<file path="config.mk">
export PLATFORM = sky130hd
export DESIGN_NAME = keypad_event_queue
export DESIGN_NICKNAME = d
export VERILOG_FILES = /design/src/rtl/keypad_event_queue.sv
export SDC_FILE = /design/constraint.sdc
export NUM_CORES = 1
export LEC_CHECK = 0
export CAP_MARGIN = 0
export CORE_MARGIN = 4
export CORE_UTILIZATION = 29
export DETAILED_ROUTE_END_ITERATION = 7
export GPL_TIMING_DRIVEN = 0
export SETUP_SLACK_MARGIN = 0.1
export SYNTH_ARGS = -nofsm -noshare
export SYNTH_HDL_FRONTEND = slang
export SYNTH_SLANG_ARGS = --single-unit
</file>
<file path="constraint.sdc">
create_clock -name clk -period 4.3 [get_ports clk]
set_clock_uncertainty 0.1 [all_clocks]
set_input_delay 0.43 -clock clk [delete_from_list [all_inputs] [get_ports clk]]
set_output_delay 0.43 -clock clk [all_outputs]
set_load 0.1 [all_outputs]
</file>
<file path="src/rtl/keypad_event_queue.sv">
// keypad_event_queue: frame-tick key matrix sampler with per-key debounce,
// a show-ahead press/release event FIFO, debounced key state and a release
// trigger for wait-for-key instructions.
// Optional feature macro: KEYPAD_AUTOREPEAT_EN (single-key autorepeat tracker).
module keypad_event_queue #(
    parameter int NUM_KEYS       = 16,
    parameter int IDX_W          = 4,
    parameter int DEBOUNCE_TICKS = 2,
    parameter int FIFO_DEPTH     = 4,
    parameter int REPEAT_DELAY   = 30,
    parameter int REPEAT_RATE    = 6
) (
    input  logic                clk,
    input  logic                reset,
    input  logic                tick,
    input  logic [NUM_KEYS-1:0] keypad_matrix,
    output logic [NUM_KEYS-1:0] key_state,
    output logic                any_down,
    output logic                evt_valid,
    input  logic                evt_ready,
    output logic                evt_pressed,
    output logic                evt_repeat,
    output logic [IDX_W-1:0]    evt_index,
    output logic                release_trigger,
    output logic [IDX_W-1:0]    release_index,
    output logic                overflow,
    output logic                overrun
);
    localparam int AW = $clog2(FIFO_DEPTH);
    localparam int CW = 4;
    localparam int EW = IDX_W + 2;
    localparam logic [CW-1:0]    DEB_LAST = CW'(DEBOUNCE_TICKS - 1);
    localparam logic [IDX_W-1:0] K_LAST   = IDX_W'(NUM_KEYS - 1);

    typedef enum logic {IDLE, SWEEP} state_t;

    state_t              state_q, state_d;
    logic [IDX_W-1:0]    k_q, k_d;
    logic [NUM_KEYS-1:0] snap_q, key_state_q;
    logic [CW-1:0]       cnt_q [NUM_KEYS];
    logic                rel_trig_q;
    logic [IDX_W-1:0]    rel_idx_q;
    logic                overflow_q, overrun_q;

    logic [EW-1:0]       mem_q [FIFO_DEPTH];
    logic [AW:0]         wr_q, rd_q;

    logic sweeping, differ, flip, new_level;
    logic rep_push;
    logic [IDX_W-1:0] rep_idx;
    logic push_v, pop, do_push, drop, empty, full;
    logic [EW-1:0] push_data, head;

    assign sweeping  = (state_q == SWEEP);
    assign new_level = snap_q[k_q];
    assign differ    = sweeping && (new_level != key_state_q[k_q]);
    assign flip      = differ && (cnt_q[k_q] == DEB_LAST);

    // Next-state logic of the sweep FSM: one key per cycle, ticks during a sweep are ignored
    always_comb begin
        state_d = state_q;
        k_d     = k_q;
        case (state_q)
            IDLE: if (tick) begin
                state_d = SWEEP;
                k_d     = '0;
            end
            SWEEP: begin
                if (k_q == K_LAST) state_d = IDLE;
                else               k_d     = k_q + 1'b1;
            end
            default: state_d = IDLE;
        endcase
    end

    // FSM registers, snapshot latch and overrun flag
    always_ff @(posedge clk) begin
        if (reset) begin
            state_q   <= IDLE;
            k_q       <= '0;
            snap_q    <= '0;
            overrun_q <= 1'b0;
        end else begin
            state_q <= state_d;
            k_q     <= k_d;
            if (state_q == IDLE && tick) snap_q <= keypad_matrix;
            if (sweeping && tick) overrun_q <= 1'b1;
        end
    end

    // Debounce: count consecutive differing samples, flip the key when the count completes
    always_ff @(posedge clk) begin
        if (reset) begin
            key_state_q <= '0;
            for (int i = 0; i < NUM_KEYS; i++) cnt_q[i] <= '0;
            rel_trig_q  <= 1'b0;
            rel_idx_q   <= '0;
        end else begin
            rel_trig_q <= 1'b0;
            if (sweeping) begin
                if (!differ) begin
                    cnt_q[k_q] <= '0;
                end else if (flip) begin
                    key_state_q[k_q] <= new_level;
                    cnt_q[k_q]       <= '0;
                    if (!new_level) begin
                        rel_trig_q <= 1'b1;
                        rel_idx_q  <= k_q;
                    end
                end else begin
                    cnt_q[k_q] <= cnt_q[k_q] + 1'b1;
                end
            end
        end
    end

`ifdef KEYPAD_AUTOREPEAT_EN
    localparam int RMAX = (REPEAT_DELAY > REPEAT_RATE) ? REPEAT_DELAY : REPEAT_RATE;
    localparam int RW   = $clog2(RMAX + 1);
    localparam logic [RW-1:0] R_DELAY = RW'(REPEAT_DELAY);
    localparam logic [RW-1:0] R_RATE  = RW'(REPEAT_RATE);

    logic             rep_valid_q, rep_first_q, rep_pend_q, sweep_done_q;
    logic [IDX_W-1:0] rep_idx_q;
    logic [RW-1:0]    rep_cnt_q, rep_cnt_n;

    assign rep_cnt_n = rep_cnt_q + 1'b1;
    assign rep_idx   = rep_idx_q;
    // A due repeat is emitted in the idle cycle right after the sweep finishes
    assign rep_push  = (state_q == IDLE) && sweep_done_q && rep_pend_q && rep_valid_q;

    // Repeat tracker: follows the newest press, counts ticks while it stays down
    always_ff @(posedge clk) begin
        if (reset) begin
            rep_valid_q  <= 1'b0;
            rep_first_q  <= 1'b0;
            rep_pend_q   <= 1'b0;
            sweep_done_q <= 1'b0;
            rep_idx_q    <= '0;
            rep_cnt_q    <= '0;
        end else begin
            sweep_done_q <= sweeping && (k_q == K_LAST);
            if (flip && new_level) begin
                rep_valid_q <= 1'b1;
                rep_idx_q   <= k_q;
                rep_cnt_q   <= '0;
                rep_first_q <= 1'b0;
                rep_pend_q  <= 1'b0;
            end else if (flip && !new_level && rep_valid_q && k_q == rep_idx_q) begin
                rep_valid_q <= 1'b0;
                rep_pend_q  <= 1'b0;
            end else begin
                if (rep_push) rep_pend_q <= 1'b0;
                if (state_q == IDLE && tick && rep_valid_q) begin
                    if (rep_cnt_n == (rep_first_q ? R_RATE : R_DELAY)) begin
                        rep_cnt_q   <= '0;
                        rep_first_q <= 1'b1;
                        rep_pend_q  <= 1'b1;
                    end else begin
                        rep_cnt_q <= rep_cnt_n;
                    end
                end
            end
        end
    end
`else
    assign rep_push = 1'b0;
    assign rep_idx  = '0;
`endif

    // Sweep pushes and repeat pushes never coincide: repeats only fire in IDLE
    assign push_v    = flip || rep_push;
    assign push_data = flip ? {new_level, 1'b0, k_q} : {1'b1, 1'b1, rep_idx};
    assign empty     = (wr_q == rd_q);
    assign full      = (wr_q[AW-1:0] == rd_q[AW-1:0]) && (wr_q[AW] != rd_q[AW]);
    assign pop       = !empty && evt_ready;
    assign do_push   = push_v && (!full || pop);
    assign drop      = push_v && full && !pop;

    // Event FIFO storage, pointers and sticky overflow flag
    always_ff @(posedge clk) begin
        if (reset) begin
            wr_q       <= '0;
            rd_q       <= '0;
            overflow_q <= 1'b0;
            for (int i = 0; i < FIFO_DEPTH; i++) mem_q[i] <= '0;
        end else begin
            if (do_push) begin
                mem_q[wr_q[AW-1:0]] <= push_data;
                wr_q                <= wr_q + 1'b1;
            end
            if (pop)  rd_q       <= rd_q + 1'b1;
            if (drop) overflow_q <= 1'b1;
        end
    end

    assign head            = empty ? '0 : mem_q[rd_q[AW-1:0]];
    assign evt_valid       = !empty;
    assign evt_pressed     = head[EW-1];
`ifdef KEYPAD_AUTOREPEAT_EN
    assign evt_repeat      = head[EW-2];
`else
    assign evt_repeat      = 1'b0;
`endif
    assign evt_index       = head[IDX_W-1:0];
    assign key_state       = key_state_q;
    assign any_down        = |key_state_q;
    assign release_trigger = rel_trig_q;
    assign release_index   = rel_idx_q;
    assign overflow        = overflow_q;
    assign overrun         = overrun_q;
endmodule

</file>
# Yosys cells after proc, flatten, opt, wreduce, memory -nomap -nowiden
# Memory sizes are Yosys's and may differ from the RTL's. A register that Yosys moved wholly into a read port is not among the register bits.
# Index checks and enable logic that the tools add are counted.
[op_classes]
magnitude_cmp = 2
n_mux = 47
n_reduce_logical = 21
eq_ne = 8
add_sub_neg = 4
n_bitwise = 6
[ops]
columns = ["op", "count"]
rows = [
  ["4-bit 2-to-1 mux", 8],
  ["1-bit 2-to-1 mux", 27],
  ["6-bit 2-to-1 mux", 3],
  ["16-bit bitwise mux", 1],
  ["16-bit OR reduction", 1],
  ["1-bit logical AND", 10],
  ["4-bit by 1-bit adder with 4-bit output (second input constant)", 2],
  ["1-bit binary-select mux with 4-bit select", 2],
  ["4-bit one-hot mux with 2 select lines", 1],
  ["4-bit OR reduction", 2],
  ["3-bit by 1-bit adder with 3-bit output (second input constant)", 2],
  ["2-bit 2-to-1 mux", 3],
  ["6-bit OR reduction", 1],
  ["4-bit by 5-bit < comparator with 1-bit output (second input constant)", 1],
  ["1-bit demux with 4-bit select", 1],
  ["4-bit by 1-bit equality test with 1-bit output (second input constant)", 1],
  ["4-bit equality test (second input constant)", 1],
  ["4-bit by 1-bit >= comparator with 1-bit output (second input constant)", 1],
  ["2-bit inequality test (second input constant)", 2],
  ["1-bit inverter", 4],
  ["4-bit AND reduction", 1],
  ["3-bit equality test", 1],
  ["1-bit zero test", 3],
  ["3-bit AND reduction", 1],
  ["other kinds (6)", 8],
]
[word_totals]
mem_bits_rw = 88
register_bits = 50
mem_count = 2
wordCells = 100
output_inout_bits = 31
[memory_table]
columns = ["memory", "words", "word_bits", "rd", "rd_clocked_by_memory_dff", "write_ports", "line", "rtl"]
rows = [
  ["cnt_q", 16, 4, 1, 1, 16, "40", "logic [CW-1:0] cnt_q [NUM_KEYS];"],
  ["mem_q", 4, 6, 1, 1, 4, "45", "logic [EW-1:0] mem_q [FIFO_DEPTH];"],
]

# Longest topological paths before layout
# Gate-level depths: netlist (run 1).
[depth]
word_depth = 14
depth_mapped = 12

# Least setup slack after synthesis (run 1)
# OpenSTA, ideal clock, no wires.
[synth_path]
path_kind = "register -> register"
startpoint = "register with a tool-made name"
endpoint = "memory cnt_q[4][0], data pin"
n_path_buf = 3
arrival_ns = 2.887
period_less_slack_ns = 3.123
required_ns = 4.064
slack_ns = 1.177
path_stages_with_launch = 12
path_cell_list = "dfxtp_1 buf_1 mux4_2 a22oi_1 nand3_1 ha_1 and4b_4 or2_1 or4_4 buf_6 buf_6 nor2_2"
[synth_lines]
columns = ["element", "line"]
rows = [
  ["end: declaration", "40"],
]

==> results by group, run 1 <==
Critical path
  • Startpoint types: flip-flop
  • CP Class: flip-flop to flip-flop
  • Worst Path Required: 4.44 ns
  • Critical Path AT: 3.93 ns
  • Crit Path Max Fanout: 10
  • Worst setup EP type: flip-flop
  • R2r setup slk: 0.51 ns

STA
  • Final setup fails: 0
  • Min cycle time layout: ~3.8 ns
  • F_max: around 260 MHz
  • Worst-Margin Slew: roughly 0.99 ns
  • Min Hold Slack: 0.3523 ns
  • Setup TNS: 0 ns
  • Final worst path period share: 88.22%
  • Normalized max-slew margin: 33.66%
  • Slew Viols, Final: 0
  • RSZ-0062 raised after global routing: no
  • Hold Violations, Final: 0

Synthesis
  • Synth Area per Inst: 11.07 µm²
  • Seq/Total Area, Yosys: 54.47%
  • Post-synth EDFFs: 84
  • Syn Inst Count: ~600
  • Post-synth top area share: 37.71%
  • Largest cells by area after synthesis: edfxtp_1, dfxtp_1, mux4_2
  • Distinct cells, synth: between 40 and 50
  • Syn_nets: around 630
  • YS warnings: 0
  • #FFs+latches synth: 140
  • Top_reg_cell synth: edfxtp_1
  • Post-Syn Area: 6689 µm²
  • Asr flop ratio synth: 0%
  • Cell type with the largest total area after synthesis: edfxtp_1

Power
  • Maximum VDD drop: 0.0002259 V
  • Leakage power: 2.601 nW
  • Power Density: 387.5 nW/µm²
  • Comb power frac: 7.8%
  • Net switching power: 0.7334 mW
  • Sequential share of power: 46.8%
  • Clock share of power: 45.4%
  • Power Internal: 2.418 mW
  • Switching Share: 23.28%

Final layout
  • P&R area growth vs syn: 21.57%
  • Filler cells: about 2200
  • Final nets: 700
  • Share of cells above drive strength 1: 12.41%
  • Multi-input gate area: 2809 µm²
  • Most common cell after layout, fill and taps aside: edfxtp_1
  • Storage element area: 3643 µm²
  • Antenna cell count: 0
  • Most frequent cells in the layout: edfxtp_1, nand2_1, nor3_1

Floorplan
  • CORE AREA: 22640 µm²
  • Die width: 159.9 µm
  • Die height: 159.9 µm
  • Io pins: 51
  • Die area: 25560 µm²
  • Initial Util: 29.54%
  • Row cnt: 55

Detailed routing
  • Final wirelength: 17600 µm
  • Initial drt markers: 369
  • DR WL/cell: ~18 µm
  • DRC: 0
  • Vias/cell: 5.127
  • Routed vias: 4973
  • Initial DRT Pass Iterations: 6
  • Routed Antenna Nets: 0

Clock tree
  • TritonCTS buffer count: 17
  • Hold buffer count at cts: 0
  • Clk slew on worst S/H paths: 0.06 ns
  • H-tree Lvls: 4
  • Number of buffers added for setup after CTS: 0
  • Num Clock Sinks: 140
  • Worst-skew pair later-pin latency: roughly 0.42 ns
  • CTS max path bufs: 2
  • CTS Root Cell: clkbuf_16
  • TritonCTS clock tree: built

Placed design
  • GP Congestion: 0.8169
  • I/O Buffers: 49
  • DPL Wire Length: between 10000 and 15000 µm

Outcome
  • Status: finished, final reports clean

Min path
  • Hold Crit Class: flip-flop to flip-flop

GRT
  • First-pass GRT wire length: 28340 µm
  • Global-route usage over all layers: 13.95%
  • Antenna violations before repair: 0
  • Global route total overflow: 0
  • Pin count of the biggest net entering global routing: 17
  • Vias in the first global route: 4979

Flow run
  • Max Cap Viol: 0
-- cell families after synthesis --
kind of cell	synth area share, %
simple gates	20.71
other cells	0.05606
fa+ha+maj	1.497
flops	54.47
mux	11.88
xor+xnor	1.178
compound gates	6.603
buf+inv	3.610
-- sequential cells by signal, indices dropped and copies added (netlist names), named ones only --
name / cells
cnt_q: 64
k_q: 4
key_state: 16
mem_q: 20
overflow: 1
overrun: 1
rd_q: 3
release_index: 4
release_trigger: 1
snap_q: 16
state_q: 1
wr_q: 3
-- per-stage QoR --
step	instances	util [%]	instance area, µm²	power [mW]	setup WS, ns
finish	970	35.92	8132	3.151	0.5066
global route	970	35.92	8132	3.262	0.2020
CTS	970	35.89	8127	3.166	0.3360
detailed placement	938	33.29	7536	1.749	0.07591
global placement	938	33.29	7536	1.747	0.06659
floorplan	604	-	6689	1.662	1.177
-- worst paths after layout --
check / startpoint / endpoint / cells past startpoint
setup / recovery: flip-flop / cnt_q[9][2]$_SDFFCE_PN0P_ / 11
hold / removal: snap_q[12]$_SDFFE_PP0P_ / snap_q[12]$_SDFFE_PP0P_ / 2
setup reg to reg: flip-flop / cnt_q[9][2]$_SDFFCE_PN0P_ / 11
hold reg to reg: snap_q[12]$_SDFFE_PP0P_ / snap_q[12]$_SDFFE_PP0P_ / 2
-- worst max-delay path, stage by stage (launching register included) --
cell,delay [ns]
dfxtp_1,0.44
buf_2,0.36
mux4_2,0.36
a22oi_1,0.29
nand3_1,0.25
ha_1,0.28
and4b_4,0.23
nor2_4,0.25
nand3_1,0.22
clkbuf_1,0.30
clkbuf_1,0.32
nor3_1,0.23
-- synth_stat cells, drive strengths merged, types with 2 or more instances --
master and instances:
a21oi 36, a22oi 6, and2 7, buf 19, clkbuf 31, dfxtp 56
edfxtp 84, ha 8, inv 6, mux2 2, mux2i 16, mux4 27
nand2 67, nand2b 29, nand3 12, nand4 18, nand4b 2, nor2 54
nor2b 8, nor3 65, nor4 6, o21ai 4, o21bai 3, o41ai 15
or2 3, xnor2 4, xor2 5
-- metal layers --
layer  track usage (%)  vias up  wire length (µm)
met1             18.76     2405              7753
met5                 0        -                 0
met3             2.942       24               984
met4             3.989        0               257
li1                  -     2362                 -
met2             22.89      182              8602
-- area by class of cell --
type / instances / share of cell area [%]
Buffer: 50 / 2.708
Clock buffer: 24 / 6.601
Clock inverter: 8 / 0.6463
Inverter: 6 / 0.2770
Multi-Input combinational cell: 408 / 34.54
Sequential cell: 140 / 44.81
Tap cell: 285 / 4.385
Timing Repair Buffer: 49 / 6.032
-- repair_timing --
| item | in CTS | in global routing |
|---|---|---|
| pin swaps | 0 | 0 |
| resized for setup | 1 | 1 |
| gates cloned | 0 | 0 |
| endpoints found under the setup margin | 12 | 8 |
| hold endpoints to repair | 0 | 0 |
-- power groups by stage --
stage                     combinational, mW  clock [mW]  sequential [mW]
after global placement                0.244           0             1.50
after detailed placement              0.245           0             1.50
after CTS                             0.246        1.44             1.48
after global routing                  0.267        1.52             1.48
final                                 0.246        1.43             1.48
after floorplan                       0.161           0             1.50
Power figures use the tool's default switching activity.
==> run 2: changes to the inputs <==
--- a/config.mk
+++ b/config.mk
@@ -6,7 +6,6 @@
 export NUM_CORES = 1
 export LEC_CHECK = 0
 export CAP_MARGIN = 0
-export CORE_MARGIN = 4
 export CORE_UTILIZATION = 29
 export DETAILED_ROUTE_END_ITERATION = 7
 export GPL_TIMING_DRIVEN = 0
==> results by group, run 2 (synthesis gave the netlist of run 1 again) <==
GRT
  • Vias in the first global route: 4815
  • Global-route usage over all layers: between 10% and 20%
  • Pin count of the biggest net entering global routing: 17
  • First-pass GRT wire length: between 20000 and 30000 µm
  • Antenna violations before repair: 0
  • Global route total overflow: 0

Floorplan
  • Initial Util: 29.54%
  • Die height: 153.9 µm
  • Row cnt: 55
  • CORE AREA: approximately 23000 µm²
  • Die area: 23680 µm²
  • Io pins: 51
  • Die width: 153.9 µm

Critical path
  • CP Cell Sequence: buf_4, mux4_2, a22oi_1, nand3_1, ha_1, and4b_4, nor2_2, nand3_1, clkbuf_1, clkbuf_1, nor3_1
  • Slowest CP cell: mux4_2
  • Crit path largest cell delay: about 0.53 ns
  • Worst Path Required: 4.45 ns
  • End of the worst register-to-register path: cnt_q[5][2]$_SDFFCE_PN0P_
  • Startpoint types: flip-flop
  • R2r setup slk: approximately 0.34 ns
  • CP Class: flip-flop to flip-flop
  • Crit Path Max Fanout: 10
  • Worst Reg-to-Reg Cells: 11
  • Critical Path AT: 4.11 ns
  • Worst setup EP type: flip-flop

Final layout
  • Most common cell after layout, fill and taps aside: edfxtp_1
  • Antenna cell count: 0
  • Storage element area: roughly 3600 µm²
  • Fin cells: just under 1000
  • Final nets: 700
  • Most frequent cells in the layout: edfxtp_1, nand2_1, nor3_1
  • Filler cells: ~2200
  • Finished Cell Area: around 8200 µm²
  • Util after Layout: 36.01%
  • P&R area growth vs syn: 21.89%
  • Largest register FFs: 64
  • Leading registers by flop count: cnt_q: 64 flops, mem_q: 20 flops
  • Largest Register: cnt_q
  • Share of cells above drive strength 1: around 12%
  • Multi-input gate area: 2804 µm²

STA
  • Hold Violations, Final: 0
  • Slew Viols, Final: 0
  • Min cycle time layout: 3.959 ns
  • Worst-Margin Slew: 0.9845 ns
  • Setup ws final: 0.3412 ns
  • Final worst path period share: between 90% and 100%
  • RSZ-0062 raised after global routing: no
  • Setup TNS: 0 ns
  • F_max: between 200 and 300 MHz
  • Min Hold Slack: ~0.35 ns
  • Normalized max-slew margin: 34.16%
  • Final setup fails: 0

Detailed routing
  • Final wirelength: 17050 µm
  • Vias/cell: 5.113
  • Initial drt markers: 271
  • DR WL/cell: 17.58 µm
  • Initial DRT Pass Iterations: 5
  • DRC: 0
  • Routed Antenna Nets: 0
  • Routed vias: 4960

Power
  • Leakage power: 2.608 nW
  • Total power: 3.245 mW
  • Power Density: 398.0 nW/µm²
  • Clock share of power: a little under half
  • Comb power frac: 7.5%
  • Sequential share of power: 45.5%
  • Net switching power: 0.7244 mW
  • Maximum VDD drop: 0.0001867 V
  • Switching Share: roughly 22%
  • Power Internal: between 2 and 3 mW

Clock tree
  • TritonCTS clock tree: built
  • Number of buffers added for setup after CTS: 0
  • Hold buffer count at cts: 0
  • Post_cts resized: 1
  • H-tree Lvls: 4
  • TritonCTS buffer count: 17
  • Clk slew on worst S/H paths: 0.06 ns
  • CTS Root Cell: clkbuf_16
  • CTS max path bufs: 2
  • Num Clock Sinks: 140
  • Worst-skew pair later-pin latency: roughly 0.42 ns

Min path
  • HP Start: snap_q[11]$_SDFFE_PP0P_
  • Hold Path Sink: snap_q[11]$_SDFFE_PP0P_
  • Hold Crit Class: flip-flop to flip-flop
  • Hold path depth: 2

Flow run
  • Max Cap Viol: 0

Placed design
  • Dpl ws: around 0.083 ns
  • Placed Area: roughly 7500 µm²
  • GP Congestion: 0.8138
  • DPL Wire Length: 12280 µm
  • I/O Buffers: slightly below 50
  • Dpl cells: ~940

Outcome
  • Status: finished, final reports clean
-- run 2: cell type report --
cell class / count / share of cell area [%]
Clock inverter: 13 / 2.118
Clock buffer: 19 / 5.433
Inverter: 6 / 0.2762
Timing Repair Buffer: 49 / 6.016
Multi-Input combinational cell: 408 / 34.39
Buffer: 50 / 2.701
Sequential cell: 140 / 44.69
Tap cell: 285 / 4.374
-- run 2: power groups by stage --
stage          registers (mW)  clock network [mW]  logic, mW
3_5_place_dp             1.50                   0      0.244
3_3_place_gp             1.50                   0      0.243
4_1_cts                  1.48                1.54      0.245
2_1_floorplan            1.50                   0      0.161
6_report                 1.48                1.53      0.244
5_1_grt                  1.48                1.59      0.265
-- run 2: worst max-delay path by stage --
stage / start / end / slack, ns / cells past startpoint
2_1_floorplan: flip-flop / cnt_q[4][0]$_SDFFCE_PN0P_ / 1.18 / 11
3_3_place_gp: flip-flop / cnt_q[8][1]$_SDFFCE_PN0P_ / 0.12 / 11
5_1_grt: flip-flop / cnt_q[5][2]$_SDFFCE_PN0P_ / 0.12 / 11
6_report: flip-flop / cnt_q[5][2]$_SDFFCE_PN0P_ / 0.34 / 11
4_1_cts: flip-flop / cnt_q[2][2]$_SDFFCE_PN0P_ / 0.39 / 11
3_5_place_dp: flip-flop / cnt_q[6][1]$_SDFFCE_PN0P_ / 0.08 / 11
-- run 2: critical path, delay by kind of cell, from the launching register on --
family,cells,cell delay (ns)
AND/OR/NAND/NOR,5,1.33
buffers and inverters,3,0.90
AO/OA/AOI/OAI,1,0.30
multiplexers,1,0.53
flip-flops,1,0.33
adder cells (fa/ha/maj),1,0.29
-- run 2: layer usage --
layer / track usage [%] / part of all wire, %
met1: 19.26 / 44
met2: 25.37 / 50
met3: 2.339 / 4.2
met4: 5.429 / 1.8
met5: 0 / 0
==> run 3: changes to the inputs <==
==> constraint.sdc (replaced) <==
create_clock -name clk -period 4.45 [get_ports clk]
set_clock_uncertainty 0.1 [all_clocks]
set_input_delay 0.445 -clock clk [delete_from_list [all_inputs] [get_ports clk]]
set_output_delay 0.445 -clock clk [all_outputs]
set_load 0.1 [all_outputs]
==> results by group, run 3 (synthesis gave the netlist of run 1 again) <==
Placed design
  • I/O Buffers: 49
  • Placed Area: 7536 µm²
  • GP Congestion: 0.8138
  • Dpl ws: 0.2329 ns
  • DPL Wire Length: 12280 µm
  • Dpl cells: around 940

STA
  • Min cycle time layout: 3.970 ns
  • Hold Violations, Final: 0
  • Setup TNS: 0 ns
  • RSZ-0062 raised after global routing: no
  • Final worst path period share: 89.22%
  • Worst-Margin Slew: 0.9845 ns
  • Setup ws final: 0.4798 ns
  • F_max: 251.9 MHz
  • Slew Viols, Final: 0
  • Final setup fails: 0
  • Min Hold Slack: 0.3529 ns
  • Normalized max-slew margin: 34.16%

Floorplan
  • Die width: 153.9 µm
  • Io pins: 51
  • Initial Util: 29.54%
  • CORE AREA: 22640 µm²
  • Row cnt: 55
  • Die height: ~150 µm
  • Die area: 23680 µm²

Flow run
  • Max Cap Viol: 0

Clock tree
  • CTS max path bufs: 2
  • TritonCTS clock tree: built
  • Worst-skew pair later-pin latency: 0.42 ns
  • H-tree Lvls: 4
  • TritonCTS buffer count: 17
  • Num Clock Sinks: 140
  • Number of buffers added for setup after CTS: 0
  • Clk slew on worst S/H paths: 0.06 ns
  • CTS Root Cell: clkbuf_16

Power
  • Power Density: 384.6 nW/µm²
  • Total power: 3.136 mW
  • Maximum VDD drop: 0.0001805 V
  • Leakage power: ~2.6 nW

Detailed routing
  • DR WL/cell: 17.57 µm
  • Routed Antenna Nets: 0
  • Initial DRT Pass Iterations: 5
  • DRC: 0
  • Initial drt markers: around 270
  • Final wirelength: around 17000 µm
  • Routed vias: 4950
  • Vias/cell: about 5.1

Critical path
  • Critical Path AT: just over 4 ns
  • Crit Path Max Fanout: 10
  • Worst setup EP type: flip-flop
  • Startpoint types: flip-flop
  • CP Class: flip-flop to flip-flop
  • Worst Path Required: 4.60 ns

Outcome
  • Status: finished, final reports clean

Final layout
  • Share of cells above drive strength 1: approximately an eighth
  • Final nets: 700
  • Fin cells: 970
  • Finished Cell Area: 8153 µm²
  • P&R area growth vs syn: 21.89%
  • Most frequent cells in the layout: edfxtp_1, nand2_1, nor3_1
  • Leading registers by flop count: cnt_q: 64 flops, mem_q: 20 flops
  • Largest register FFs: between 60 and 70
  • Largest Register: cnt_q
  • Most common cell after layout, fill and taps aside: edfxtp_1
  • Util after Layout: 36.01%
  • Antenna cell count: 0

GRT
  • Global-route usage over all layers: ~15%
  • First-pass GRT wire length: between 20000 and 30000 µm
  • Global route total overflow: 0
  • Vias in the first global route: 4815
  • Pin count of the biggest net entering global routing: 17
  • Antenna violations before repair: 0

Min path
  • Hold Crit Class: flip-flop to flip-flop
run 3: changes by cell type in the layout (fill, tap and decap cells not counted):
cell	previous run	this run
buf_2	5	4
clkbuf_2	0	1
run 3: worst paths after layout:
check	start	end	slack, ns	cells after the start
hold / removal	snap_q[11]$_SDFFE_PP0P_	snap_q[11]$_SDFFE_PP0P_	0.35	2
setup reg to reg	flip-flop	cnt_q[5][2]$_SDFFCE_PN0P_	0.48	11
setup / recovery	flip-flop	cnt_q[5][2]$_SDFFCE_PN0P_	0.48	11
hold reg to reg	snap_q[11]$_SDFFE_PP0P_	snap_q[11]$_SDFFE_PP0P_	0.35	2
run 3: metal layers:
layer	share of wire, %	wire [µm]	global-route usage, %
met5	0	0	0
met4	1.8	313	5.429
met3	4.2	708	2.339
met2	50	8469	25.37
met1	44	7553	19.26
run 3: cell type report:
cell class	instances	area (µm²)
tap	285	356.6
clock buffer	19	442.9
timing repair buffer	49	490.5
fill	2230	14490
sequential	140	3643
buffer	50	220.2
clock inverter	13	172.7
multi-input combinational	408	2804
inverter	6	22.52
run 3: where the power goes:
| part | internal, mW | switching, mW |
|---|---|---|
| registers | 1.41 | 0.0175 |
| clock network | 0.945 | 0.528 |
| logic | 0.0812 | 0.154 |
| total | 2.44 | 0.700 |
run 3: critical path, stage by stage (launching register included):
cell and delay, ns:
dfxtp_1 0.42, clkbuf_2 0.35, mux4_2 0.36, a22oi_1 0.30
nand3_1 0.27, ha_1 0.29, and4b_4 0.23, nor2_2 0.38
nand3_1 0.25, clkbuf_1 0.31, clkbuf_1 0.33, nor3_1 0.20
run 3: repair_timing:
action	4_1_cts	5_1_grt
setup endpoints to repair	0	20
hold buffers	0	0
gates resized for setup	0	1
hold endpoints to repair	0	0
==> variant 1, RTL diff (settings of run 1) <==
The parameter `IDX_W` goes from 4 to 2.
--- a/src/rtl/keypad_event_queue.sv
+++ b/src/rtl/keypad_event_queue.sv
@@ -4,7 +4,7 @@
 // Optional feature macro: KEYPAD_AUTOREPEAT_EN (single-key autorepeat tracker).
 module keypad_event_queue #(
     parameter int NUM_KEYS       = 16,
-    parameter int IDX_W          = 4,
+    parameter int IDX_W          = 2,
     parameter int DEBOUNCE_TICKS = 2,
     parameter int FIFO_DEPTH     = 4,
     parameter int REPEAT_DELAY   = 30,
Ports: changed (resized evt_index and release_index); port bits go from 51 to 47. The function was not compared with the original's and may differ.
==> variant 1 against run 1 <==
- clock power fell by 77%
- sequential cell count fell by 86
- cell count is 61% lower
- non-clock buffer count fell by 55
- setup slack gained 0.54 ns
- critical path type is now register to output port
- routed wire length decreased by 71%
- design area shrank 62%
- total power fell by 67%
- area after synthesis is 61% lower
- global-route usage fell by 3.7 points
==> variant 1: results (changes against run 1) <==
[critical_path]
slowest_stage=clkdlybuf4s50_1
required_ns=3.77  ; -0.67 ns
cp_max_fo=8  ; -2
rr_worst_depth=9  ; -2
max_stage_delay_ns=1.13  ; +0.69 ns

[cts]
path_clk_slew_ns=0.09  ; +0.03 ns
numCtsBuffers=5  ; -12
cts-root-buf=clkbuf_8
post_cts_resized=0  ; -1
ctsHtreeMaxLevel=2  ; -2

[global_route]
grt_pass1_wl_microns=8549  ; -70%

[layout]
final_layout_size_suffix_gt1_share_pct=14.76  ; +2.4 points
fill_cells=861  ; -61%
reg_top3=cnt_q (16), mem_q (12)
final_nets=299  ; -57%

[power]
cellLeakagePower_nw=1.165  ; -55%
switchingPower_uw=270.5  ; -63%

[timing]
worst_pin_slew_ns=0.9785  ; -0.01350 ns

[routing]
dr.pass1.iters=4  ; -2
routed_wl_microns=5035  ; -71%
vias=1733  ; -65%
drt-initial-drc-count=66  ; -82%

[yosys]
netlist_top_cells_area=edfxtp_1 32%, dfxtp_1 20%, mux4_2 7.8%
seq_area_frac_synth_pct=52.13  ; -2.3 points
syn_inst=232  ; -62%
ys_types=35  ; -22%

[placement]
place_congestion=0.7608  ; -6.9%

[outcome]
status=finished, final reports clean

variant 1: path summary, 6_finish.rpt:
| kind | start | end | slack (ns) |
|---|---|---|---|
| worst min-delay path | overflow$_SDFFE_PP0P_ | overflow$_SDFFE_PP0P_ | 0.39 |
| worst max register to register | register | mem_q[3][0]$_DFFE_PP_ | 1.06 |
| worst max-delay path | wr_q[1]$_SDFFE_PP0P_ | evt_pressed | 1.04 |
| worst min register to register | overflow$_SDFFE_PP0P_ | overflow$_SDFFE_PP0P_ | 0.39 |
variant 1: power groups by stage:
| stage | Clock [mW] | Combinational [mW] | Sequential, mW |
|---|---|---|---|
| 2_1_floorplan | 0 | 0.119 | 0.578 |
| 3_3_place_gp | 0 | 0.145 | 0.577 |
| 3_5_place_dp | 0 | 0.147 | 0.577 |
| 4_1_cts | 0.336 | 0.148 | 0.565 |
| 5_1_grt | 0.356 | 0.158 | 0.568 |
| 6_report | 0.325 | 0.147 | 0.565 |
variant 1: worst min-delay path: stages, from the launching register on:
cell,delay (ns)
dfxtp_1,0.34
a31oi_1,0.05
nor2_1,0.07
variant 1: kinds of logic after synthesis:
logic type,Yosys count,share of synthesized area (%)
buf+inv,31,6.421
flops,54,52.13
compound gates,12,2.731
xor+xnor,8,2.683
mux,24,13.66
fa+ha+maj,8,3.833
other cells,1,0.1436
simple gates,94,18.40
variant 1: area by class of cell:
type,instances,area share (%)
plain buffers,24,4.569
clock buffers,5,2.224
clock inverters,2,1.092
inverters,7,0.8492
multi-input cells,159,36.43
flip-flops and latches,54,44.00
well taps,108,4.367
repair buffers,20,6.470
variant 1: stage by stage:
stage / setup slack (ns) / std cells / utilization [%]
after floorplan: 1.239 / 244 / -
after global placement: 1.101 / 372 / 34.30
after detailed placement: 1.033 / 372 / 34.30
after CTS: 1.013 / 379 / 35.48
after global routing: 0.7122 / 379 / 35.48
final: 1.044 / 379 / 35.48
variant 1: layer usage:
| layer | wire length, microns | vias up | GRT usage [%] |
|---|---|---|---|
| li1 | - | 859 | - |
| met1 | 2296 | 831 | 12.55 |
| met2 | 2470 | 36 | 17.61 |
| met3 | 196 | 7 | 2.233 |
| met4 | 71 | 0 | 3.785 |
| met5 | 0 | - | 0 |
==> variant 2, RTL diff (flow settings as in run 1) <==
Made on the original files. Take the reset off `k_q` and load it in a clocked block of its own.
--- a/src/rtl/keypad_event_queue.sv
+++ b/src/rtl/keypad_event_queue.sv
@@ -77,15 +77,17 @@
     always_ff @(posedge clk) begin
         if (reset) begin
             state_q   <= IDLE;
-            k_q       <= '0;
             snap_q    <= '0;
             overrun_q <= 1'b0;
         end else begin
             state_q <= state_d;
-            k_q     <= k_d;
             if (state_q == IDLE && tick) snap_q <= keypad_matrix;
             if (sweeping && tick) overrun_q <= 1'b1;
         end
+    end
+
+    always_ff @(posedge clk) begin
+        k_q <= k_d;
     end
 
     // Debounce: count consecutive differing samples, flip the key when the count completes
Check against the original RTL: same outputs for any inputs over 10 cycles, from zero or initial values and one cycle with reset high; that may be too few to reach the edited logic, so the function may still have changed.
==> variant 2 against run 1 <==
- combinational power up 99%
- critical path depth up 1
- area after synthesis increased by 0.39%
- routed wire length shrank 9.3%
- non-clock buffer count shrank 2
- hold slack gained 0.00057 ns
- design area rose by 0.49%
- sequential cell count unchanged
- total power is 10% higher
- highest routed layer unchanged
- setup slack improved by 0.043 ns
==> variant 2: results (changes against run 1) <==
[routing]
post_drt_wl_per_cell_microns=16.52  ; -9.0%
dr.pass1.iters=5  ; -1
drt-initial-drc-count=418  ; +13%
vias=4763  ; -4.2%
vias_per_cell=4.931  ; -3.8%

[power]
vdd_drop_max_uv=321.0  ; +42%
p_int_mw=2.585  ; +6.9%
cellLeakagePower_nw=2.938  ; +13%

[placement]
dp_cells=934  ; -0.43%
place_congestion=0.8481  ; +3.8%
dp_hpwl_microns=11660  ; -7.4%
portBuffers=49  ; unchanged

[global_route]
antenna_found_initial=0  ; unchanged
grt_start_max_net_pins=17  ; unchanged
grt_pass1_wl_microns=25990  ; -8.3%
grtUsageTotal_pct=12.78  ; -1.2 points

[yosys]
netlist_top_cells_area=edfxtp_1 39%, dfxtp_1 16%, nand2_1 6.1%
async_flop_share_pct=0  ; unchanged
syn_inst=600  ; -0.66%
synth_edf_count=88  ; +4.8%
synth_flop_cell=edfxtp_1
yosys_warnings=0  ; unchanged
synthTopCellsByCount=110 x nand2_1, 88 x edfxtp_1, 63 x nor2_1
seq_area_frac_synth_pct=54.85  ; +0.38 points
ys_types=43  ; -4.4%
synth.net_count=628  ; -0.63%

[critical_path]
cp_max_fo=10  ; unchanged
crit_arrival_ns=3.71  ; -0.22 ns

[layout]
final_nets=696  ; -0.57%
reg_top3=cnt_q (64), mem_q (20)
final_layout_size_suffix_gt1_share_pct=13.36  ; +0.95 points
antenna_cells=0  ; unchanged

[cts]
post_cts_resized=0  ; -1
numCtsBuffers=17  ; unchanged
cts_buffer_depth=2  ; unchanged
cts_setup_buffers=0  ; unchanged
ctsHtreeMaxLevel=4  ; unchanged
cts-root-buf=clkbuf_16
clock-sinks=140  ; unchanged
path_clk_slew_ns=0.06  ; about the same
clkLatencyLatePin_ns=0.42  ; about the same

[job]
drv_cap=0  ; unchanged

[timing]
relSlewSlack_pct=34.23  ; +0.57 points
maxSlewViolCount=0  ; unchanged

[outcome]
status=finished, final reports clean

[min_path]
min_path_type=register to register

variant 2: changes by cell type after synthesis, sizes merged, moves of 7 or more:
cell / delta
a21oi: -15
nor3: -28
nand3: +18
mux2i: +14
nand4: -13
nor2: +19
nand2: +43
clkbuf: -7
o41ai: -15
nand2b: -26
variant 2: kinds of logic after synthesis:
family | count (synthesis) | synth area share [%]
AND/OR/NAND/NOR | 293 | 20.25
flip-flops | 140 | 54.85
multiplexers | 60 | 14.53
buffers and inverters | 54 | 4.230
AO/OA/AOI/OAI | 34 | 3.056
XOR/XNOR | 10 | 1.528
adder cells (fa/ha/maj) | 8 | 1.491
other | 1 | 0.05584
variant 2: worst paths after layout:
kind,startpoint,endpoint,slack [ns],cells past startpoint
max reg2reg,register,mem_q[3][5]$_DFFE_PP_,0.55,12
min,snap_q[4]$_SDFFE_PP0P_,snap_q[4]$_SDFFE_PP0P_,0.35,2
min reg2reg,snap_q[4]$_SDFFE_PP0P_,snap_q[4]$_SDFFE_PP0P_,0.35,2
max,register,mem_q[3][5]$_DFFE_PP_,0.55,12
variant 2: stage by stage:
| stage | worst slack [ns] | area, sq um |
|---|---|---|
| detailed placement | 0.3375 | 7562 |
| floorplan | 1.115 | 6715 |
| finish | 0.5493 | 8172 |
| CTS | 0.3265 | 8167 |
| global placement | 0.4283 | 7562 |
| global route | 0.2635 | 8172 |
variant 2: cell type report:
class                   count  area (sq um)
flip-flops and latches    140          3684
inverters                   6         22.52
clock inverters             9         103.9
plain buffers              48         261.5
repair buffers             49         490.5
clock buffers              23         500.5
multi-input cells         406          2753
well taps                 285         356.6
fillers                  2301         14540
variant 2: power groups by stage:
stage / clock, mW / combinational (mW) / sequential (mW)
5_1_grt: 1.57 / 0.533 / 1.50
3_5_place_dp: 0 / 0.490 / 1.53
4_1_cts: 1.51 / 0.491 / 1.50
3_3_place_gp: 0 / 0.490 / 1.53
2_1_floorplan: 0 / 0.342 / 1.52
6_report: 1.49 / 0.489 / 1.50
variant 2: critical path, cell delays in order, from the launching register on:
cell and delay (ns):
dfxtp_1 0.32, buf_6 0.17, buf_12 0.16, mux4_1 0.56
a22oi_1 0.23, nand3_1 0.20, inv_1 0.10, ha_1 0.16
nand3b_1 0.10, a21oi_2 0.36, nand3_1 0.20, buf_2 0.24
o21ai_1 0.48
variant 2: per-layer routing:
metal | track usage [%] | vias up | part of all wire [%]
met1 | 16.79 | 2320 | 45
met5 | 0 | - | 0
met3 | 2.761 | 26 | 4.5
met4 | 4.028 | 0 | 1.9
li1 | - | 2287 | -
met2 | 21.18 | 130 | 49
